==> config.mk <==
export PLATFORM = sky130hd
export DESIGN_NAME = tm_frame_rx
export DESIGN_NICKNAME = d
export VERILOG_FILES = /design/src/rtl/tm_frame_rx.sv
export SDC_FILE = /design/constraint.sdc
export NUM_CORES = 1
export LEC_CHECK = 0
export ABC_CLOCK_PERIOD_IN_PS = 3250
export CAP_MARGIN = 30
export CORE_MARGIN = 8
export CORE_UTILIZATION = 50
export DETAILED_ROUTE_END_ITERATION = 10
export PLACE_DENSITY = 0.71
export SYNTH_ARGS = -nofsm -noshare
export SYNTH_HDL_FRONTEND = slang
export SYNTH_SLANG_ARGS = --single-unit
==> constraint.sdc <==
create_clock -name clk -period 3.25 [get_ports clk]
set_input_delay 0.4875 -clock clk [delete_from_list [all_inputs] [get_ports clk]]
set_output_delay 0.4875 -clock clk [all_outputs]
set_load 0.05 [all_outputs]
==> src/rtl/tm_frame_rx.sv <==
// tm_frame_rx: telemetry UART receiver, 0xEB 0x90 sync hunt, length/payload
// capture into a 64x8 RAM write port, additive checksum check.
// Ports: clk, rst (async, active-low), rxd (serial, idle high),
//   ram_addr/ram_din/ram_we (payload write port), frame_len (last good length),
//   frame_ok/frame_err (1-cycle result pulses), busy (frame in progress).
// Option: define TM_RX_PARITY_EN for 8E1 (even parity bit before stop).
module tm_frame_rx #(
    parameter int OVS_DIV = 26,
    parameter int MAX_LEN = 48,
    parameter int TIMEOUT = 32
) (
    input  logic       clk,
    input  logic       rst,
    input  logic       rxd,
    output logic [5:0] ram_addr,
    output logic [7:0] ram_din,
    output logic       ram_we,
    output logic [5:0] frame_len,
    output logic       frame_ok,
    output logic       frame_err,
    output logic       busy
);

    localparam int DIV_W    = $clog2(OVS_DIV);
    localparam int BIT_CLKS = 16 * OVS_DIV;
    localparam int BW       = $clog2(BIT_CLKS);
    localparam int GW       = $clog2(TIMEOUT + 1);

    // ---------------- input synchroniser ----------------
    logic [1:0] sync_q;
    logic       rxs;

    always_ff @(posedge clk or negedge rst) begin
        if (!rst) sync_q <= 2'b11;
        else      sync_q <= {sync_q[0], rxd};
    end

    assign rxs = sync_q[1];

    // ---------------- byte FSM ----------------
    typedef enum logic [2:0] {
        B_IDLE,
        B_START,
        B_DATA,
`ifdef TM_RX_PARITY_EN
        B_PAR,
`endif
        B_STOP
    } bstate_t;

    bstate_t          bs_q, bs_d;
    logic [DIV_W-1:0] div_q;
    logic [3:0]       tcnt_q;
    logic [2:0]       bit_q;
    logic [7:0]       shf_q;
    logic             tick;
    logic             samp;
    logic             par_err;
    logic             byte_vld;
    logic             byte_ferr;

    // Divider is held in IDLE so every sample point is
    // a fixed distance from the detected start edge.
    assign tick = (div_q == DIV_W'(OVS_DIV - 1));
    // Tick count 7 hits mid start bit, then every 16 ticks.
    assign samp = tick && (tcnt_q == 4'd7);

    always_ff @(posedge clk or negedge rst) begin
        if (!rst) bs_q <= B_IDLE;
        else      bs_q <= bs_d;
    end

    always_comb begin
        bs_d = bs_q;
        unique case (bs_q)
            B_IDLE:  if (!rxs) bs_d = B_START;
            B_START: if (samp) bs_d = rxs ? B_IDLE : B_DATA;
`ifdef TM_RX_PARITY_EN
            B_DATA:  if (samp && bit_q == 3'd7) bs_d = B_PAR;
            B_PAR:   if (samp) bs_d = B_STOP;
`else
            B_DATA:  if (samp && bit_q == 3'd7) bs_d = B_STOP;
`endif
            B_STOP:  if (samp) bs_d = B_IDLE;
            default: bs_d = B_IDLE;
        endcase
    end

    always_comb begin
        byte_vld  = 1'b0;
        byte_ferr = 1'b0;
        if (bs_q == B_STOP && samp) begin
            byte_vld  = rxs && !par_err;
            byte_ferr = !(rxs && !par_err);
        end
    end

    always_ff @(posedge clk or negedge rst) begin
        if (!rst) begin
            div_q  <= '0;
            tcnt_q <= '0;
            bit_q  <= '0;
            shf_q  <= '0;
        end else if (bs_q == B_IDLE) begin
            div_q  <= '0;
            tcnt_q <= '0;
            bit_q  <= '0;
        end else begin
            div_q <= tick ? '0 : div_q + 1'b1;
            if (tick) tcnt_q <= tcnt_q + 4'd1;
            if (bs_q == B_DATA && samp) begin
                shf_q <= {rxs, shf_q[7:1]};
                bit_q <= bit_q + 3'd1;
            end
        end
    end

`ifdef TM_RX_PARITY_EN
    logic par_err_q;

    always_ff @(posedge clk or negedge rst) begin
        if (!rst)                     par_err_q <= 1'b0;
        else if (bs_q == B_IDLE)      par_err_q <= 1'b0;
        else if (bs_q == B_PAR && samp)
            par_err_q <= (^shf_q) ^ rxs;
    end

    assign par_err = par_err_q;
`else
    assign par_err = 1'b0;
`endif

    // ---------------- frame parser ----------------
    typedef enum logic [2:0] {
        P_HUNT1,
        P_HUNT2,
        P_LEN,
        P_PAY,
        P_CHK
    } pstate_t;

    pstate_t   ps_q, ps_d;
    logic [5:0] len_q;
    logic [5:0] idx_q;
    logic [7:0] sum_q;
    logic       len_ok;
    logic       tmo;
    logic       ok_d, err_d, we_d;
    logic [BW-1:0] gap_clk_q;
    logic [GW-1:0] gap_bits_q;

    assign len_ok = (shf_q != 8'd0) && (shf_q <= 8'(MAX_LEN));
    assign busy   = (ps_q == P_PAY) || (ps_q == P_CHK);
    assign tmo    = busy && (gap_bits_q == GW'(TIMEOUT));

    always_ff @(posedge clk or negedge rst) begin
        if (!rst) ps_q <= P_HUNT1;
        else      ps_q <= ps_d;
    end

    always_comb begin
        ps_d = ps_q;
        if (byte_ferr || tmo) begin
            ps_d = P_HUNT1;
        end else if (byte_vld) begin
            unique case (ps_q)
                P_HUNT1: if (shf_q == 8'hEB) ps_d = P_HUNT2;
                P_HUNT2: begin
                    if (shf_q == 8'h90)      ps_d = P_LEN;
                    else if (shf_q != 8'hEB) ps_d = P_HUNT1;
                end
                P_LEN:   ps_d = len_ok ? P_PAY : P_HUNT1;
                P_PAY:   if (idx_q == len_q - 6'd1) ps_d = P_CHK;
                P_CHK:   ps_d = P_HUNT1;
                default: ps_d = P_HUNT1;
            endcase
        end
    end

    always_comb begin
        ok_d  = 1'b0;
        err_d = 1'b0;
        we_d  = 1'b0;
        if (byte_ferr) begin
            err_d = busy;
        end else if (tmo) begin
            err_d = 1'b1;
        end else if (byte_vld) begin
            unique case (1'b1)
                ps_q == P_LEN: err_d = !len_ok;
                ps_q == P_PAY: we_d  = 1'b1;
                ps_q == P_CHK: begin
                    ok_d  = (shf_q == sum_q);
                    err_d = (shf_q != sum_q);
                end
                default: ;
            endcase
        end
    end

    always_ff @(posedge clk or negedge rst) begin
        if (!rst) begin
            ram_we    <= 1'b0;
            ram_din   <= '0;
            ram_addr  <= '0;
            frame_ok  <= 1'b0;
            frame_err <= 1'b0;
            frame_len <= '0;
            len_q     <= '0;
            idx_q     <= '0;
            sum_q     <= '0;
        end else begin
            ram_we    <= we_d;
            frame_ok  <= ok_d;
            frame_err <= err_d;
            if (byte_vld && ps_q == P_LEN && len_ok) begin
                len_q <= shf_q[5:0];
                sum_q <= shf_q;
                idx_q <= '0;
            end
            if (we_d) begin
                ram_din  <= shf_q;
                ram_addr <= idx_q;
                sum_q    <= sum_q + shf_q;
                idx_q    <= idx_q + 6'd1;
            end
            if (ok_d) frame_len <= len_q;
        end
    end

    // Inter-byte gap, measured in bit times since the last byte.
    always_ff @(posedge clk or negedge rst) begin
        if (!rst) begin
            gap_clk_q  <= '0;
            gap_bits_q <= '0;
        end else if (!busy || byte_vld) begin
            gap_clk_q  <= '0;
            gap_bits_q <= '0;
        end else if (gap_clk_q == BW'(BIT_CLKS - 1)) begin
            gap_clk_q  <= '0;
            gap_bits_q <= gap_bits_q + 1'b1;
        end else begin
            gap_clk_q <= gap_clk_q + 1'b1;
        end
    end

endmodule
**After elaboration in Yosys (flattened, before gate mapping)**

Index checks and enable logic that the tools add are counted.

- Register bits: 86
- Bits in latches: 0
- Bits in writable memories: 0
- Bits in read-only memories: 0
- Output and inout bits: 24
- Logic and storage cells: 120
- Memories kept: 0

- Add/subtract/negate cells: 8
- $mul: 0
- Div/mod/pow operators: 0
- $lt $le $gt $ge: 1
- Eq/ne operators: 25
- Shift operators: 0
- Mux-type cells: 42
- Bitwise gates (word level): 1
- Reduce and logical (&&, ||, !) cells: 25

Operators by type and width:

| cell | count |
|---|---|
| 3-bit two-way mux | 12 |
| 6-bit two-way mux | 4 |
| 3-bit one-hot mux with 4 select lines | 2 |
| 9-bit two-way mux | 2 |
| 8-bit == test (second input constant) | 2 |
| 8-bit two-way mux | 2 |
| 1-bit two-way mux | 13 |
| 6-bit by 1-bit adder with 6-bit output (second input constant) | 2 |
| 3-bit by 2-bit == test with 1-bit output (second input constant) | 4 |
| 5-bit two-way mux | 2 |
| 2-bit nonzero test | 5 |
| 9-bit by 1-bit adder with 9-bit output (second input constant) | 1 |
| 9-bit == test (second input constant) | 1 |
| 8-bit adder | 1 |
| 8-bit == test | 1 |
| 8-bit by 6-bit <= comparator with 1-bit output (second input constant) | 1 |
| 1-bit logical AND | 8 |
| 4-bit two-way mux | 2 |
| 2-bit != test (second input constant) | 4 |
| 8-bit != test | 1 |
| 8-bit != test (second input constant) | 1 |
| 4-bit AND reduction | 2 |
| 8-bit nonzero test | 1 |
| 3-bit by 1-bit == test with 1-bit output (second input constant) | 2 |
| 19 further kinds | 26 |

**Depth between registers and ports, before layout**

Gate-level depths: netlist of the first run.

- Word-level depth: 8
- Mapped depth: 11
- Gate-level depth less buffers: 10

**Least setup slack after synthesis of the first run**

Ideal clock, no wire load.

- Kind: register to register
- From: register shf_q[2]
- To: register frame_len[0]
- Arrival time: 2.387 ns
- Setup slack: 0.739 ns
- Stages on the path, launching flop included: 7
- Buffers on the path: 0
- Clock period less this slack: 2.511 ns
- Cells stage by stage: dfrtp_1 -> ha_1 -> nor4_1 -> nand3_1 -> or4b_2 -> nor3_4 -> mux2_2

- Longest elaborated chain between the ends: 5

RTL lines:

| item | line | RTL |
|---|---|---|
| start, declared | 55 | `logic [7:0] shf_q;` |
| start signal, assigned | 112 | `shf_q <= {rxs, shf_q[7:1]};` |
| 8-bit == test | 193 | `ok_d = (shf_q == sum_q);` |
| 1-bit two-way mux | 189 | `unique case (1'b1)` |
| 1-bit two-way mux | 188 | `end else if (byte_vld) begin` |
| 1-bit two-way mux | 186 | `end else if (tmo) begin` |
| 1-bit two-way mux | 184 | `if (byte_ferr) begin` |
| end signal, assigned | 227 | `if (ok_d) frame_len <= len_q;` |
| end, declared | 18 | `output logic [5:0] frame_len,` |

No other way between the ends.
A chain may end at the register's enable or synchronous reset.

**Final worst setup path of the first run**

- From: register ps_q[1]
- To: output port busy

- Longest elaborated chain between the ends: 2

RTL lines:

| item | line | RTL |
|---|---|---|
| start, declared | 142 | `pstate_t ps_q, ps_d;` |
| start signal, assigned | 158 | `else ps_q <= ps_d;` |
| 3-bit by 2-bit == test with 1-bit output / 3-bit == test (equally long branches) | 153 | `assign busy = (ps_q == P_PAY) \|\| (ps_q == P_CHK);` |
| 1-bit logical OR (*) | 153 |  |
| end, declared | 21 | `output logic busy` |

Mark *: on every way between the ends. The rest lies on a longest branch, timed or not.

==> results of run 1 <==
layout by cell type, fill, tap and decap left out, types with 11 or more instances in the layout:
master            n
a21oi_1          11
clkdlybuf4s50_1  25
dfrtp_1          83
ha_1             17
mux2_2           14
nand2_1          86
nand3_1          19
nor2_1           46
o21ai_0          27
xnor2_1          17
xor2_1           16
sequential cells by signal, indices dropped and copies added, names as in the netlist, 2 cells and up:
signal / cells
bit_q: 3
idx_q: 6
shf_q: 8
sum_q: 8
div_q: 5
ram_addr: 6
bs_q: 2
ps_q: 3
gap_clk_q: 9
frame_len: 6
gap_bits_q: 6
len_q: 6
tcnt_q: 4
sync_q: 2
ram_din: 8
where the power goes:
group          internal, mW  total, mW  switching (mW)
Combinational       0.00539     0.0259          0.0205
Sequential             1.06       1.06         0.00104
Clock                 0.459      0.853           0.394
Total                  1.52       1.94           0.415
metal layers:
metal / wire length (um) / global-route usage
met2: 4070 / 0.250
met4: 122 / 0.0547
met3: 312 / 0.0357
met1: 3960 / 0.205
met5: 0 / 0
stage by stage:
| stage | instances | hold WS (ps) | utilization |
|---|---|---|---|
| after floorplan | 439 | 192 | - |
| after global placement | 555 | 346 | 0.559 |
| after detailed placement | 556 | 349 | 0.562 |
| after CTS | 572 | 112 | 0.590 |
| after global routing | 572 | 118 | 0.590 |
| final | 572 | 95.9 | 0.590 |
kinds of logic (layout without fill, tap and decap cells):
| group | Yosys count | count (layout) | share of synthesized area |
|---|---|---|---|
| simple gates | 200 | 200 | 0.229 |
| flops | 85 | 85 | 0.497 |
| compound gates | 57 | 57 | 0.0777 |
| xor+xnor | 33 | 33 | 0.0674 |
| buf+inv | 28 | 56 | 0.0280 |
| fa+ha+maj | 18 | 18 | 0.0543 |
| mux | 18 | 18 | 0.0461 |
synthesized netlist by cell type, types with 2 or more instances:
master | count | area, um^2
xor2_1 | 16 | 140
nor4_1 | 2 | 12.5
inv_1 | 9 | 33.8
dfrtp_1 | 83 | 2080
buf_2 | 6 | 30.0
nand2b_1 | 3 | 18.8
a2111oi_0 | 2 | 17.5
nand3_1 | 19 | 95.1
a21o_1 | 2 | 15.0
nor2_1 | 46 | 173
a31oi_1 | 4 | 25.0
a22oi_1 | 3 | 22.5
or4_4 | 2 | 22.5
a21oi_1 | 11 | 55.1
nor3_1 | 8 | 40.0
nor2b_1 | 3 | 18.8
mux2i_1 | 4 | 40.0
ha_1 | 17 | 213
nor4_2 | 2 | 25.0
and3_1 | 2 | 12.5
o21ai_0 | 27 | 135
nand4b_1 | 3 | 26.3
nand4_1 | 6 | 37.5
clkbuf_1 | 11 | 41.3
mux2_2 | 14 | 158
or3_1 | 4 | 25.0
nand2_1 | 86 | 323
dfstp_2 | 2 | 52.6
xnor2_1 | 17 | 149
critical path, delay by kind of cell, from the launching register on:
kind | cells | cell delay (ps)
buf+inv | 1 | 850
simple gates | 3 | 760
flops | 1 | 510
worst paths after layout:
path	end	slack, ps	depth (start not counted)
max in group asynchronous	sync_q[1]$_DFF_PN1_	2490	2
min reg2reg	sync_q[1]$_DFF_PN1_	370	0
min in group clk	sync_q[1]$_DFF_PN1_	370	0
max reg2reg	frame_len[4]$_DFFE_PN0P_	450	6
max	busy	300	4
min	ram_addr[2]$_DFFE_PN0P_	100	1
area by class of cell:
| type | count | area, um^2 |
|---|---|---|
| repair buffers | 30 | 308 |
| flip-flops and latches | 85 | 2130 |
| well taps | 105 | 131 |
| multi-input cells | 326 | 2040 |
| clock buffers | 10 | 138 |
| clock inverters | 6 | 92.6 |
| inverters | 10 | 37.5 |
| fillers | 704 | 3390 |
==> results.json, run 1 <==
{
  "die_x_um": 109,
  "ys.flop_type": "dfrtp_1",
  "ctsResizeCount": 0,
  "cts_hold_buf": 0,
  "slew_headroom": 0.474,
  "gp_congestion": 0.859,
  "fin_crit_ps": 2950,
  "cts_tree": "built",
  "crit_chain": "nor2b_1 -> nand2_1 -> nand2_1 -> clkdlybuf4s50_1",
  "total_power_mw": 1.94,
  "layout.nets": 483,
  "clockBufferDepth": 2,
  "dp_hpwl_mm": 6.10,
  "cts.sinks": 85,
  "cts_made_buffers": 9,
  "port_buffers": 26,
  "critPathKind": "flip-flop to output port",
  "cp_max_fo": 10,
  "powerDensity_nw_per_um2": 398,
  "core_um2": 8260,
  "worstPathArrival_ps": 2470,
  "syn_inst": 439,
  "crit_start": "ps_q[1]$_DFFE_PN0P_",
  "via_per_inst": 5.46,
  "power_leakage_nw": 2.26,
  "overflow": 0,
  "dieArea_um2": 11800,
  "postSynthAreaPerCell_um2": 9.76,
  "area_growth_pct": 13.7,
  "htreeDepth": 3,
  "io_pins": 27,
  "die_h_um": 109,
  "ys_ff_latch": 85,
  "drc": 0,
  "drt_first_pass_iters": 4,
  "rsz0062_at_grt": "false",
  "start_kind": "flip-flop",
  "synth_area_um2": 4290,
  "wl_per_cell_um": 14.8,
  "worstSkewPairLatency_ps": 360,
  "hold_viol_final": 0,
  "reg2reg_from": "shf_q[4]$_DFFE_PN0P_",
  "grt_max_degree": 47,
  "end_kind": "output port",
  "fmax_ghz": 0.339,
  "antenna_found_initial": 0,
  "layout_worst_path_cycle_share": 0.909,
  "track_usage": 0.157,
  "place_area_um2": 4640,
  "crit_required_ps": 2760,
  "grt_pass1_vias": 3093,
  "antenna_left": 0,
  "synthArstFlopShare": 1.00,
  "n_antenna_cell": 0,
  "num_rows": 33,
  "synth_edf_count": 0,
  "yosys_warnings": 0,
  "wirelength_mm": 8.47,
  "peakVddDrop_mv": 0.224,
  "post_cts_buffers": 0,
  "vias": 3124,
  "drv_cap": 0,
  "crit_path_max_incr_delay_ps": 850,
  "clk_pin_slew_worst_paths_ps": 90,
  "synth_cell_type_count": 54,
  "worst_slew_pin_slew_ps": 789,
  "setup_slack_ps": 296,
  "cpMostUsedCell": "nand2_1",
  "crit_slowest_cell": "clkdlybuf4s50_1",
  "drv_slew": 0,
  "pre_cts_ws_ps": 463,
  "drt_iter0_drc": 102,
  "ys_seq_area_frac": 0.497,
  "drive_gt1_frac": 0.113,
  "skew_ps": 17.9,
  "start_util": 0.519,
  "fin_tns_setup_ps": 0,
  "cts-root-buf": "clkbuf_8",
  "grt_first_pass_wirelength_mm": 14.9,
  "setup_violations": 0,
  "synth_nets": 460,
  "fin_area_um2": 4870,
  "run_status": "completed",
  "hold_path_class": "input pin to async pin"
}
(Power assumes the default switching activity.)
==> run 2: changes to the inputs <==
- CORE_MARGIN: 8 -> default
==> results.json, run 2 (same netlist as run 1, synthesis figures left out) <==
{
  "run_status": "completed",
  "core_um2": 8260,
  "die_x_um": 94.6,
  "cts_tree": "built",
  "largest_register_ffs": 9,
  "via_per_inst": 5.44,
  "layout_commonest_cell": "nand2_1",
  "drc": 0,
  "area_growth_pct": 13.3,
  "drt_iter0_drc": 166,
  "fin_crit_ps": 2960,
  "die_h_um": 94.6,
  "dieArea_um2": 8950,
  "port_buffers": 26,
  "track_usage": 0.213,
  "cts.sinks": 85,
  "end_kind": "output port",
  "crit_chain": "nor2b_1 -> nand2_1 -> nand2_1 -> clkdlybuf4s50_1",
  "fmax_ghz": 0.337,
  "skew_ps": 9.69,
  "overflow": 0,
  "grt_pass1_vias": 3070,
  "fillers": 723,
  "antenna_found_initial": 0,
  "wirelength_mm": 8.35,
  "final_cell_mix": "86 x nand2_1, 83 x dfrtp_1, 46 x nor2_1",
  "vias": 3106,
  "critPathKind": "flip-flop to output port",
  "io_pins": 27,
  "ctsResizeCount": 0,
  "cp_max_fo": 10,
  "cts-root-buf": "clkbuf_8",
  "peakVddDrop_mv": 0.203,
  "dp_hpwl_mm": 5.91,
  "setup_violations": 0,
  "crit_path_max_incr_delay_ps": 840,
  "reg2reg_from": "shf_q[5]$_DFFE_PN0P_",
  "cts_made_buffers": 9,
  "setup_slack_ps": 287,
  "gp_congestion": 0.882,
  "crit_required_ps": 2760,
  "drv_cap": 0,
  "rsz0062_at_grt": "false",
  "pre_cts_ws_ps": 454,
  "start_util": 0.519,
  "power_leakage_nw": 2.25,
  "drt_first_pass_iters": 4,
  "cp_top_family": "buffers and inverters",
  "powerDensity_nw_per_um2": 391,
  "crit_buf_inv": 1,
  "worst_slew_pin_slew_ps": 805,
  "cpMostUsedCell": "nand2_1",
  "layout_worst_path_cycle_share": 0.912,
  "drv_slew": 0,
  "clk_pin_slew_worst_paths_ps": 90,
  "layout.nets": 483,
  "post_cts_buffers": 0,
  "antenna_left": 0,
  "htreeDepth": 3,
  "drive_gt1_frac": 0.112,
  "start_kind": "flip-flop",
  "rrSetupSlack_ps": 390,
  "fin_tns_setup_ps": 0,
  "wl_per_cell_um": 14.6,
  "crit_slowest_cell": "clkdlybuf4s50_1",
  "fin_util": 0.588,
  "num_rows": 33,
  "r2r-end": "frame_len[2]$_DFFE_PN0P_",
  "n_antenna_cell": 0,
  "clockBufferDepth": 2,
  "cts_hold_buf": 0,
  "hold_path_class": "input pin to async pin",
  "regMostFlops": "gap_clk_q",
  "slew_headroom": 0.463,
  "grt_first_pass_wirelength_mm": 14.6,
  "grt_max_degree": 48,
  "worstPathArrival_ps": 2480,
  "hold_viol_final": 0,
  "ff2ff_path_depth": 6,
  "worstSkewPairLatency_ps": 360
}
==> run 2: final cells by class <==
| type | count | area (um^2) | share of cell area |
|---|---|---|---|
| Tap cell | 105 | 131 | 0.0271 |
| Timing Repair Buffer | 30 | 308 | 0.0634 |
| Clock inverter | 6 | 88.8 | 0.0183 |
| Inverter | 10 | 37.5 | 0.00773 |
| Clock buffer | 9 | 124 | 0.0255 |
| Multi-Input combinational cell | 326 | 2040 | 0.419 |
| Sequential cell | 85 | 2130 | 0.439 |
==> run 2: stage by stage <==
step / total power, mW / cells / hold slack [ps] / cell area (um^2)
after floorplan: 1.08 / 439 / 192 / 4290
after global placement: 1.10 / 555 / 346 / 4610
after detailed placement: 1.11 / 556 / 349 / 4640
after CTS: 1.91 / 571 / 105 / 4850
after global routing: 1.96 / 571 / 122 / 4850
final: 1.90 / 571 / 88.9 / 4850
==> run 2: worst max-delay path by stage <==
stage | slack [ps] | depth (start not counted) | end | start
floorplan | 740 | 6 | frame_len[0]$_DFFE_PN0P_ | shf_q[2]$_DFFE_PN0P_
global placement | 540 | 6 | frame_len[5]$_DFFE_PN0P_ | shf_q[4]$_DFFE_PN0P_
detailed placement | 450 | 6 | frame_len[5]$_DFFE_PN0P_ | shf_q[4]$_DFFE_PN0P_
CTS | 270 | 4 | busy | ps_q[1]$_DFFE_PN0P_
global route | 100 | 4 | busy | ps_q[1]$_DFFE_PN0P_
finish | 290 | 4 | busy | ps_q[1]$_DFFE_PN0P_
==> run 2: power by group <==
| group | total, mW | switching, mW | internal [mW] |
|---|---|---|---|
| registers | 1.06 | 0.000990 | 1.06 |
| logic | 0.0260 | 0.0206 | 0.00540 |
| clock network | 0.812 | 0.383 | 0.428 |
| total | 1.90 | 0.405 | 1.49 |
==> run 2: layer usage <==
metal,vias up,global-route usage,routed length [um]
met5,-,0,0
met4,0,0.0871,130
met3,12,0.0346,248
met2,51,0.334,3890
met1,1510,0.294,4080
li1,1533,-,-
==> run 2: worst reg2reg max path, stage by stage, from the launching register on <==
cell	delay [ps]
dfrtp_1	520
ha_1	410
nor3_1	240
nand3_1	210
or4b_2	690
nor3_4	290
mux2_2	380
